`config.mk`:
```
export PLATFORM = sky130hd
export DESIGN_NAME = seq_accumulator
export DESIGN_NICKNAME = d
export VERILOG_FILES = /design/src/rtl/nar_fx_pkg.sv /design/src/rtl/sat_adder.sv /design/src/rtl/seq_accumulator.sv
export SDC_FILE = /design/constraint.sdc
export NUM_CORES = 1
export LEC_CHECK = 0
export ABC_CLOCK_PERIOD_IN_PS = 8800
export BUFFER_PORTS_ARGS = -buffer_cell sky130_fd_sc_hd__buf_4
export CORE_MARGIN = 4
export CORE_UTILIZATION = 65
export CTS_BUF_LIST = sky130_fd_sc_hd__clkbuf_8
export DETAILED_ROUTE_END_ITERATION = 8
export GPL_TIMING_DRIVEN = 0
export PLACE_DENSITY = 0.88
export SLEW_MARGIN = 40
export SYNTH_ARGS = -nofsm -noshare
export SYNTH_HDL_FRONTEND = slang
export SYNTH_SLANG_ARGS = --single-unit
export TNS_END_PERCENT = 30
```
`constraint.sdc`:
```
create_clock -name clk -period 8.8 [get_ports clk]
set_clock_uncertainty 0.05 [all_clocks]
set_input_delay 0.44 -clock clk [delete_from_list [all_inputs] [get_ports clk]]
set_output_delay 0.44 -clock clk [all_outputs]
set_load 0.1 [all_outputs]
```
`src/rtl/nar_fx_pkg.sv`:
```
// Shared fixed-point helpers for the NAR-Net datapath: FSM state encoding,
// a width-generic saturating clamp, and rail constants for the default
// configuration (N=10, G=4).
package nar_fx_pkg;

  typedef enum logic [1:0] {IDLE, ACC, OUT} state_t;

  // Clamp result: value is sign-extended to 32 bits, sat flags a clamp.
  typedef struct packed {
    logic [31:0] value;
    logic        sat;
  } clamp_t;

  localparam int unsigned NarN   = 10;
  localparam int unsigned NarG   = 4;
  localparam int signed   ResMax = (1 <<< (NarN - 1)) - 1;
  localparam int signed   ResMin = -(1 <<< (NarN - 1));
  localparam int signed   AccMax = (1 <<< (NarN + NarG - 1)) - 1;
  localparam int signed   AccMin = -(1 <<< (NarN + NarG - 1));

  // Interpret the low from_w bits of value as signed, clamp to a to_w-bit range.
  function automatic clamp_t sat_clamp(input logic [31:0] value,
                                       input int unsigned from_w,
                                       input int unsigned to_w);
    longint signed v, hi, lo;
    clamp_t res;
    v  = longint'(signed'(value));
    v  = (v <<< (64 - from_w)) >>> (64 - from_w);
    hi = (longint'(1) <<< (to_w - 1)) - longint'(1);
    lo = -(longint'(1) <<< (to_w - 1));
    if (v > hi) begin
      res.value = hi[31:0];
      res.sat   = 1'b1;
    end else if (v < lo) begin
      res.value = lo[31:0];
      res.sat   = 1'b1;
    end else begin
      res.value = v[31:0];
      res.sat   = 1'b0;
    end
    return res;
  endfunction

endpackage

```
`src/rtl/sat_adder.sv`:
```
// W-bit two's-complement adder that saturates at the rails instead of wrapping.
module sat_adder #(
  parameter int unsigned W = 14
) (
  input  logic [W-1:0] a,
  input  logic [W-1:0] b,
  output logic [W-1:0] sum,
  output logic         ovf
);

  logic [W:0] raw;

  // One extra bit exposes overflow; sign of raw picks the rail.
  always_comb begin
    raw = {a[W-1], a} + {b[W-1], b};
    ovf = raw[W] ^ raw[W-1];
    if (ovf) begin
      sum = raw[W] ? {1'b1, {(W-1){1'b0}}} : {1'b0, {(W-1){1'b1}}};
    end else begin
      sum = raw[W-1:0];
    end
  end

endmodule

```
`src/rtl/seq_accumulator.sv`:
```
// Saturating sequence accumulator: sums len signed Q-format terms with G guard
// bits and returns one clamped N-bit result with a sticky saturation flag.
// Optional SEQ_ACC_BIAS_EN adds a bias port that seeds the accumulator.
module seq_accumulator
  import nar_fx_pkg::*;
#(
  parameter int unsigned N  = 10,
  parameter int unsigned Q  = 9,
  parameter int unsigned G  = 4,
  parameter int unsigned CW = 8
) (
  input  logic          clk,
  input  logic          rst_n,
  input  logic          start,
  input  logic [CW-1:0] len,
`ifdef SEQ_ACC_BIAS_EN
  input  logic [N-1:0]  bias,
`endif
  input  logic          in_valid,
  output logic          in_ready,
  input  logic [N-1:0]  in_data,
  output logic          out_valid,
  input  logic          out_ready,
  output logic [N-1:0]  out_data,
  output logic          out_sat,
  output logic          busy
);

  localparam int unsigned AW = N + G;
  // Input and output share the Q format, so Q needs no realignment logic.
  localparam logic QOk = (Q < N);

  state_t        state;
  logic [AW-1:0] acc;
  logic [CW-1:0] cnt;
  logic [CW-1:0] len_q;
  logic          sticky;

  logic [AW-1:0] init_acc;
  logic [AW-1:0] term_ext;
  logic [AW-1:0] add_sum;
  logic          add_ovf;
  clamp_t        beat_cl;
  clamp_t        init_cl;
  logic          unused_bits;

`ifdef SEQ_ACC_BIAS_EN
  assign init_acc = {{G{bias[N-1]}}, bias};
`else
  assign init_acc = '0;
`endif

  assign term_ext = {{G{in_data[N-1]}}, in_data};

  sat_adder #(
    .W(AW)
  ) u_sat_adder (
    .a  (acc),
    .b  (term_ext),
    .sum(add_sum),
    .ovf(add_ovf)
  );

  // Output clamps for the two ways into OUT: last beat, or an empty run.
  always_comb begin
    beat_cl = sat_clamp(32'(signed'(add_sum)), AW, N);
    init_cl = sat_clamp(32'(signed'(init_acc)), AW, N);
  end

  assign unused_bits = ^{beat_cl.value[31:N], init_cl.value[31:N], QOk};

  // Handshake outputs decode straight from state.
  assign busy      = (state != IDLE);
  assign in_ready  = (state == ACC);
  assign out_valid = (state == OUT);

  // Run FSM, accumulator, beat counter and registered result.
  always_ff @(posedge clk or negedge rst_n) begin
    if (!rst_n) begin
      state    <= IDLE;
      acc      <= '0;
      cnt      <= '0;
      len_q    <= '0;
      sticky   <= 1'b0;
      out_data <= '0;
      out_sat  <= 1'b0;
    end else begin
      unique case (state)
        IDLE: begin
          if (start) begin
            len_q  <= len;
            acc    <= init_acc;
            cnt    <= '0;
            sticky <= 1'b0;
            if (len == '0) begin
              state    <= OUT;
              out_data <= init_cl.value[N-1:0];
              out_sat  <= init_cl.sat;
            end else begin
              state <= ACC;
            end
          end
        end
        ACC: begin
          if (in_valid) begin
            acc    <= add_sum;
            cnt    <= cnt + CW'(1);
            sticky <= sticky | add_ovf;
            if (cnt == len_q - CW'(1)) begin
              state    <= OUT;
              out_data <= beat_cl.value[N-1:0];
              out_sat  <= beat_cl.sat | sticky | add_ovf;
            end
          end
        end
        OUT: begin
          // A start in this cycle is dropped; only the handshake matters.
          if (out_ready) state <= IDLE;
        end
        default: state <= IDLE;
      endcase
    end
  end

endmodule
```
==> flow_summary_export.csv <==
group,metric,value,unit
status,status,"finished, final reports clean",
clocking,cts_setup_buffers,0,
power,p_sw_frac,0.523,
floorplan,row_count,23,
place,place_area,3200,um^2
finish,num_antenna_cells,0,
finish,fill_cells,296,
clocking,clock_path_buffers,2,
synthesis,avgSynthCellArea,9.76,um^2
finish,syn2layout_area_growth,14.4,%
finish,multi_input_area,1680,um^2
synthesis,syn_nets,336,
finish,final_area,3280,um^2
synthesis,ys.flop_type,"dfrtp_1",
floorplan,die_w,74.4,um
setup_path,r2r_cells,13,
synthesis,yosys_warnings,0,
synthesis,ys_async_sr_fraction,1.00,
global_routing,grt_use_total,0.268,
setup_path,crit_path_start,"acc[7]",
clocking,cts_root_buffer,"clkbuf_8",
power,power_frac_clock,0.091,
finish,fin_nets,379,
routing,postRouteAntennaNets,0,
global_routing,grt_pass1_vias,2386,
synthesis,synth_xor_area_frac,0.0824,
clocking,hold_buffers,0,
power,power_density,415,nW/um^2
synthesis,yosysMostFrequentCell,"dfrtp_1",
setup_path,worstPathRequired,8.98,ns
setup_path,cp-end-kind,"register",
synthesis,synth_cell_types,55,
routing,dr.first_iter.drc_count,190,
synthesis,yosys.area_share.simple,0.173,
setup_path,reg2reg_from,"acc[7]",
power,combPwrFrac,0.661,
routing,drt-wirelength-per-cell,17.4,um
setup_path,cp.arrival,4.19,ns
setup_path,slowest_delay,0.45,ns
worst_hold_path,worst_hold_path_type,"in2async",
power,peakVddDrop,241,uV
power,power_leakage,1.55,nW
floorplan,core-area,4140,um^2
setup_path,cp_common_cell,"ha_1",
finish,drive_gt1_frac,0.199,
timing,period_share,0.455,
synthesis,ys_seq_area_frac,0.384,
setup_path,crit_family,"compound AO/OA/AOI/OAI gates",
place,io_buffer_count,36,
power,intPower,0.000650,W
setup_path,path_cells,"ha_1 > nand2_1 > o21ai_0 > nor3_1 > a211o_1 > o21bai_1 > a21oi_1 > xnor2_1 > ha_1 > or3_4 > o31a_1 > a21oi_2 > a221o_1",
clocking,cts-resized-gates,0,
synthesis,synthAdderAreaFrac,0.0855,
clocking,insertion_delay,0.31,ns
floorplan,die_area,5540,um^2
timing,relSlewSlack,0.556,
timing,fmax,250,MHz
synthesis,synthMuxAreaShare,0.0235,
run,cap_violations,0,
routing,vias,2418,
global_routing,grt_overflow,0,
setup_path,cp_max_fo,9,
synthesis,synth-compound-area-share,0.221,
floorplan,start_util,0.692,
clocking,clock-sinks,44,
synthesis,yosysTopAreaCellShare,0.384,
setup_path,cp.depth,13,
finish,regArea,1100,um^2
routing,drtPass1Iterations,6,
routing,drc,0,
clocking,htreeDepth,2,
floorplan,io_pins,37,
synthesis,netlist_area,2870,um^2
clocking,cts_tree,"built",
power,pwr-share-seq,0.249,
timing,min_period,4.00,ns
synthesis,synth_commonest_cells,"dfrtp_1 (44), o21ai_0 (21), ha_1 (18), nand2_1 (18), nor2_1 (18)",
setup_path,critPathLaunchType,"register",
timing,timing_hold_violations_final,0,
global_routing,grt_pass1_wl,11300,um
setup_path,cpMaxStageDelayCell,"or3_4",
timing,maxSlewViolCount,0,
power,p_switching,0.000713,W
timing,hold_ws,0.0545,ns
floorplan,chipHeight,74.4,um
synthesis,synth_edf_count,0,
synthesis,ys_ff_latch,44,
clocking,clkSlewWorstSetupHoldPaths,0.09,ns
global_routing,grt_max_degree,45,
routing,avgViaCountPerCell,6.25,
synthesis,synth_top_family_by_area,"compound AO/OA/AOI/OAI gates",
setup_path,cp.buffers_inverters,0,
place,hpwl,4940,um
synthesis,yosys.area.top_type,"dfrtp_1",
timing,worst_pin_slew,0.666,ns
synthesis,synthCells,294,
clocking,cts_buffers,5,
timing,setup_tns,0,ns
setup_path,critPathKind,"reg2reg",
synthesis,synth_top_cells_by_area,"dfrtp_1 (38%), ha_1 (7.8%), xnor2_1 (4.9%)",
place,gp_congestion,0.927,
routing,totalWireLength,6730,um
global_routing,antenna_found_initial,0,
timing,rsz0062_at_grt,"no",
timing,finalSetupViolCount,0,
layout by cell type (no fill, tap or decap), drive strengths merged, types with 5 or more instances in the layout:
master	Yosys	layout
a21oi	18	18
dfrtp	44	44
xor2	11	11
a21o	7	7
and2	6	6
clkbuf	9	14
inv	12	12
nor2	19	19
buf	2	38
o21ai	22	22
a22o	12	12
nand2	19	19
ha	18	18
mux2	6	6
nor3	8	8
xnor2	16	16
nand3	5	5
a221o	9	9
power by group through the flow:
stage                     clock network, W  registers [W]  logic (W)
final                             0.000124       0.000339   0.000901
after global routing              0.000133       0.000347   0.000985
after CTS                         0.000126       0.000338   0.000897
after detailed placement                 0       0.000341   0.000887
after global placement                   0       0.000337   0.000858
after floorplan                          0       0.000424   0.000603
state kept, by name, summed over array words and instances, names as in the netlist:
register  count
sticky        1
cnt           8
state         2
len_q         8
out_sat       1
acc          14
out_data     10
worst paths after layout:
path,end,slack (ns)
max,out_data[1],4.80
min,acc[9],0.05
max reg2reg,out_data[1],4.80
min reg2reg,out_data[9],0.44
max in group asynchronous,len_q[4],8.24
min in group clk,len_q[1],0.29
stage by stage:
stage               setup WS, ns  total power (W)   util  instances
floorplan                   5.22          0.00103      -        294
global placement            4.76          0.00120  0.773        380
detailed placement          4.65          0.00123  0.773        380
CTS                         4.79          0.00136  0.792        387
global route                4.53          0.00147  0.792        387
finish                      4.80          0.00136  0.792        387
layer usage:
| layer | global-route usage | vias up | share of wire |
|---|---|---|---|
| li1 | - | 1155 | - |
| met1 | 0.385 | 1164 | 0.46 |
| met2 | 0.401 | 81 | 0.46 |
| met3 | 0.0622 | 18 | 0.061 |
| met4 | 0.0909 | 0 | 0.023 |
| met5 | 0 | - | 0 |
logic make-up after synthesis:
family	Yosys count
compound gates	86
xor+xnor	27
fa+ha+maj	19
buf+inv	23
flops	44
mux	6
simple gates	89
area by class of cell:
| class | instances | share of cell area |
|---|---|---|
| Clock buffer | 5 | 0.0210 |
| Tap cell | 50 | 0.0191 |
| Buffer | 11 | 0.0133 |
| Timing Repair Buffer | 36 | 0.0823 |
| Clock inverter | 2 | 0.00381 |
| Inverter | 12 | 0.0137 |
| Multi-Input combinational cell | 227 | 0.511 |
| Sequential cell | 44 | 0.335 |
worst reg2reg max path, delay by kind of cell (launching register included):
kind | cells | cell delay (ns)
AOI/OAI and AO/OA | 7 | 1.85
xor gates and xnor gates | 1 | 0.22
adders and majority gates | 2 | 0.77
DFF | 1 | 0.42
and+or+nand+nor | 3 | 0.60
(Power assumes the default switching activity.)
